[config.mk]
export PLATFORM = sky130hd
export DESIGN_NAME = reg_file_32x32
export DESIGN_NICKNAME = d
export VERILOG_FILES = /design/src/rtl/reg_file_32x32.sv
export SDC_FILE = /design/constraint.sdc
export NUM_CORES = 2
export LEC_CHECK = 0
export ABC_CLOCK_PERIOD_IN_PS = 45800
export CAP_MARGIN = 25
export CORE_MARGIN = 2
export CORE_UTILIZATION = 40
export CTS_CLUSTER_SIZE = 14
export DETAILED_ROUTE_END_ITERATION = 8
export GPL_ROUTABILITY_DRIVEN = 1
export PLACE_DENSITY = 0.63
export SYNTH_ARGS = -nofsm -noshare
export SYNTH_HDL_FRONTEND = slang
export SYNTH_SLANG_ARGS = --single-unit
[constraint.sdc]
create_clock -name clk -period 45.8 [get_ports clk]
set_input_delay 13.74 -clock clk [delete_from_list [all_inputs] [get_ports clk]]
set_output_delay 13.74 -clock clk [all_outputs]
set_load 0.02 [all_outputs]
[src/rtl/reg_file_32x32.sv]
// 32x32 general-purpose register file: flop storage with async clear,
// two combinational read ports with optional same-cycle write forwarding.

module reg_file_32x32_rd_port #(
  parameter int DATA_W         = 32,
  parameter int ADDR_W         = 5,
  parameter int ZERO_HARDWIRED = 1,
  parameter int BYPASS_EN      = 1
) (
  input  logic [(1<<ADDR_W)-1:0][DATA_W-1:0] mem,
  input  logic [ADDR_W-1:0]                  raddr,
  input  logic [ADDR_W-1:0]                  waddr,
  input  logic [DATA_W-1:0]                  wdata,
  input  logic                               wen,
  output logic [DATA_W-1:0]                  rdata
);
  // Zero rule is applied last so it overrides forwarding.
  always_comb begin
    rdata = mem[raddr];
    if (BYPASS_EN != 0 && wen && waddr == raddr) rdata = wdata;
    if (ZERO_HARDWIRED != 0 && raddr == '0)      rdata = '0;
  end
endmodule

module reg_file_32x32 #(
  parameter int DATA_W         = 32,
  parameter int ADDR_W         = 5,
  parameter int ZERO_HARDWIRED = 1,
  parameter int BYPASS_EN      = 1
) (
  input  logic              clk,
  input  logic              rst,
  input  logic              regwrite,
  input  logic [ADDR_W-1:0] writeaddress,
  input  logic [DATA_W-1:0] writedata,
  input  logic [ADDR_W-1:0] readaddr1,
  input  logic [ADDR_W-1:0] readaddr2,
  output logic [DATA_W-1:0] readdata1,
  output logic [DATA_W-1:0] readdata2
);
  localparam int DEPTH  = 1 << ADDR_W;
  localparam int NUM_RD = 2;

  logic [DEPTH-1:0][DATA_W-1:0]  mem_q, mem_d;
  logic [NUM_RD-1:0][ADDR_W-1:0] raddr;
  logic [NUM_RD-1:0][DATA_W-1:0] rdata;
  logic                          wen;

  // Forwarding is suppressed while reset holds storage at zero.
  assign wen = regwrite & ~rst;

  always_comb begin
    mem_d = mem_q;
    if (regwrite && !(ZERO_HARDWIRED != 0 && writeaddress == '0))
      mem_d[writeaddress] = writedata;
  end

  always_ff @(posedge clk or posedge rst) begin
    if (rst) mem_q <= '0;
    else     mem_q <= mem_d;
  end

  assign raddr = {readaddr2, readaddr1};

  for (genvar p = 0; p < NUM_RD; p++) begin : g_rd
    reg_file_32x32_rd_port #(
      .DATA_W(DATA_W), .ADDR_W(ADDR_W),
      .ZERO_HARDWIRED(ZERO_HARDWIRED), .BYPASS_EN(BYPASS_EN)
    ) u_rd (
      .mem(mem_q), .raddr(raddr[p]), .waddr(writeaddress),
      .wdata(writedata), .wen(wen), .rdata(rdata[p])
    );
  end

  assign readdata1 = rdata[0];
  assign readdata2 = rdata[1];
endmodule

==> impl_metrics.prom <==
# TYPE chip_impl_metric gauge
chip_impl_metric{name="synth_sequential_area_ratio",unit=""} 0.462
chip_impl_metric{name="htreeDepth",unit=""} 3
chip_impl_metric{name="power.density_cell_area",unit="nW/um^2"} 44.0
chip_impl_metric{name="clkTransAtPathRegs",unit="ns"} 0.06
chip_impl_metric{name="ir_worst_vdd",unit="V"} 0.0000290
chip_impl_metric{name="cts_hold_repair.buffers",unit=""} 0
chip_impl_metric{name="die_w",unit="microns"} 376
chip_impl_metric{name="cap_viol_max_count",unit=""} 0
chip_impl_metric{name="cts_post_setup_buffers_inserted",unit=""} 0
chip_impl_info{name="timing.critical_path.from",value="readaddr1[0]"} 1
chip_impl_metric{name="drc",unit=""} 0
chip_impl_info{name="outcome",value="complete, no violations"} 1
chip_impl_metric{name="largest_register_ff_count",unit=""} 1024
chip_impl_metric{name="vias",unit=""} 37093
chip_impl_metric{name="detail-route-antenna-nets",unit=""} 0
chip_impl_info{name="timing_worst_setup_path_type",value="in -> out"} 1
chip_impl_metric{name="synth-async-reset-ratio",unit=""} 1.00
chip_impl_metric{name="grt_pass1_wl",unit="mm"} 277
chip_impl_metric{name="wl",unit="mm"} 190
chip_impl_metric{name="worst-slew-pin-transition",unit="ns"} 1.15
chip_impl_metric{name="drt_pre_antenna_iters",unit=""} 5
chip_impl_metric{name="worst_ep_required_time",unit="ns"} 32.06
chip_impl_metric{name="achievable-frequency",unit="GHz"} 0.0300
chip_impl_metric{name="design.final.nets",unit=""} 3811
chip_impl_info{name="worst_r2r_startpoint",value="mem_q[903]$_DFFE_PP0P_"} 1
chip_impl_metric{name="post_syn_nets",unit=""} 3896
chip_impl_metric{name="design.die.area",unit="sq um"} 142000
chip_impl_metric{name="netlist_area",unit="sq um"} 55400
chip_impl_metric{name="placement.io_buffers",unit=""} 113
chip_impl_metric{name="vias_in_the_first_global_route",unit=""} 37900
chip_impl_metric{name="grt_max_degree",unit=""} 157
chip_impl_metric{name="crit_path_max_fanout",unit=""} 69
chip_impl_metric{name="number_of_instances_resized_during_post_cts_repair",unit=""} 0
chip_impl_info{name="setup_repair_after_global_routing_missed_its_margin",value="no"} 1
chip_impl_metric{name="wl_per_cell",unit="microns"} 33.7
chip_impl_metric{name="antenna_found_initial",unit=""} 9
chip_impl_metric{name="finClkSkew",unit="ns"} 0
chip_impl_metric{name="number_of_synthesized_flops_with_an_enable_pin",unit=""} 0
chip_impl_metric{name="postSynthRegisterBits",unit=""} 1024
chip_impl_metric{name="groute.usage.overall",unit=""} 0.269
chip_impl_metric{name="clk-insertion-delay-late",unit="ns"} 0.72
chip_impl_info{name="crit_path_end_kind",value="primary output"} 1
chip_impl_metric{name="fin_crit_sh",unit=""} 0.727
chip_impl_metric{name="io-pin-count",unit=""} 114
chip_impl_metric{name="finalWeightedCongestion",unit=""} 0.837
chip_impl_metric{name="drive_above_1_share",unit=""} 0.451
chip_impl_metric{name="area_delta_synth_final",unit="%"} 11.8
chip_impl_info{name="hold_class",value="reg -> reg"} 1
chip_impl_metric{name="fp-row-count",unit=""} 136
chip_impl_metric{name="utilization",unit=""} 0.451
chip_impl_metric{name="power_leakage",unit="nW"} 26.6
chip_impl_metric{name="via_per_inst",unit=""} 6.57
chip_impl_metric{name="finalHoldViolCount",unit=""} 0
chip_impl_metric{name="initial_core_util",unit=""} 0.403
chip_impl_metric{name="setup_viol",unit=""} 0
chip_impl_metric{name="max_slew_headroom_at_the_worst_pin",unit=""} 0.232
chip_impl_info{name="largest_registers",value="mem_q: 1024 flops"} 1
chip_impl_metric{name="floorplan.core_area",unit="sq um"} 137000
chip_impl_metric{name="dieHeight",unit="microns"} 376
chip_impl_info{name="cts_tree",value="yes"} 1
chip_impl_info{name="most-common-layout-cells",value="sky130_fd_sc_hd__dfrtp_1, sky130_fd_sc_hd__mux2_2, sky130_fd_sc_hd__mux4_2"} 1
chip_impl_info{name="synth_ff_type",value="sky130_fd_sc_hd__dfrtp_1"} 1
chip_impl_metric{name="dr.first_iter.drc_count",unit=""} 3894
chip_impl_info{name="start_kind",value="input port"} 1
chip_impl_info{name="min_from",value="mem_q[5]$_DFFE_PP0P_"} 1
chip_impl_metric{name="clock_sinks",unit=""} 1024
chip_impl_metric{name="dpl.hpwl",unit="mm"} 108
chip_impl_metric{name="fin_tns_setup",unit="ns"} 0
chip_impl_metric{name="synth.lib_cells_used.distinct",unit=""} 58
chip_impl_metric{name="finalMaxSlewViolations",unit=""} 0
chip_impl_metric{name="period_needed",unit="ns"} 33.31
chip_impl_metric{name="critPathArrivalTime",unit="ns"} 19.57
chip_impl_metric{name="cts_buffers",unit=""} 110
chip_impl_info{name="final_common_cell",value="sky130_fd_sc_hd__dfrtp_1"} 1
chip_impl_metric{name="grt_overflow",unit=""} 0
chip_impl_info{name="clock-root-buffer",value="sky130_fd_sc_hd__clkbuf_16"} 1
chip_impl_metric{name="clock_tree.buffer_depth",unit=""} 3
chip_impl_info{name="largest-register",value="mem_q"} 1
chip_impl_metric{name="syn-instance-count",unit=""} 3846
chip_impl_metric{name="synthesis.area_per_instance",unit="sq um"} 14.4
chip_impl_metric{name="ys_warn_count",unit=""} 0
[final cells by class]
type | instances | area (sq um)
Inverter | 8 | 37.5
Sequential cell | 1024 | 25600
Multi-Input combinational cell | 2377 | 27900
Antenna cell | 1 | 2.50
Timing Repair Buffer | 240 | 2320
Clock inverter | 42 | 594
Tap cell | 1794 | 2240
Fill cell | 12116 | 75500
Clock buffer | 158 | 3300
[synthesized netlist by cell type (all sizes together), types with 30 or more instances]
cell / instances / area [sq um]
a211o: 30 / 263
mux4: 391 / 8830
a221o: 36 / 360
mux2: 1026 / 11600
a21oi: 75 / 375
a211oi: 35 / 263
buf: 246 / 1500
dfrtp: 1024 / 25600
nor2: 66 / 248
a221oi: 85 / 795
clkbuf: 191 / 718
nor2b: 30 / 188
nor3: 72 / 370
o21ai: 32 / 164
mux2i: 230 / 2300
nand2: 33 / 124
a22oi: 82 / 616
[power by group]
group | switching, mW | internal (mW)
Sequential | 0.126 | 1.08
Clock | 0.386 | 0.576
Combinational | 0.241 | 0.321
Total | 0.753 | 1.98
[stage by stage]
step	area [sq um]	total power, mW	setup WS (ns)	hold WS (ns)	instances
5_1_grt	62000	2.84	12.02	0.408	5644
4_1_cts	61800	2.74	12.32	0.397	5636
3_3_place_gp	57800	1.75	12.38	0.377	5431
3_5_place_dp	57900	1.77	12.34	0.383	5436
6_report	62000	2.73	12.49	0.396	5644
2_1_floorplan	55400	1.61	3.24	0.438	3846
[cell families (layout without fill, tap and decap cells)]
| kind of cell | after synthesis | in the layout | share of synthesized area |
|---|---|---|---|
| simple gates | 286 | 286 | 0.0268 |
| xor+xnor | 9 | 9 | 0.00156 |
| buf+inv | 445 | 448 | 0.0406 |
| mux | 1647 | 1647 | 0.409 |
| flops | 1024 | 1024 | 0.462 |
| compound gates | 435 | 435 | 0.0597 |
| other cells | 0 | 1 | 0 |
[worst max-delay path: stages]
cell and delay [ns]:
sky130_fd_sc_hd__buf_8 0.51, sky130_fd_sc_hd__buf_4 0.82, sky130_fd_sc_hd__buf_4 0.71, sky130_fd_sc_hd__buf_4 0.82, sky130_fd_sc_hd__buf_4 0.87, sky130_fd_sc_hd__mux4_2 0.59
sky130_fd_sc_hd__a22oi_1 0.19, sky130_fd_sc_hd__o21ai_1 0.12, sky130_fd_sc_hd__a221o_1 0.44, sky130_fd_sc_hd__clkdlybuf4s50_1 0.57
[layer usage]
layer / up-vias / global-route usage / wire length, microns
li1: 14745 / - / -
met1: 19931 / 0.358 / 76000
met2: 1938 / 0.425 / 88400
met3: 469 / 0.0546 / 16600
met4: 10 / 0.120 / 9280
met5: - / 0 / 66
[worst paths after layout]
path	cells after the start	to	slack [ns]
hold / removal	0	mem_q[5]$_DFFE_PP0P_	0.40
min in group asynchronous	2	mem_q[125]$_DFFE_PP0P_	13.72
hold reg to reg	0	mem_q[5]$_DFFE_PP0P_	0.40
setup / recovery	10	readdata1[31]	12.49
setup reg to reg	1	mem_q[903]$_DFFE_PP0P_	44.97
max in group asynchronous	4	mem_q[457]$_DFFE_PP0P_	29.82
No activity file was read; power rests on OpenSTA's default activity.
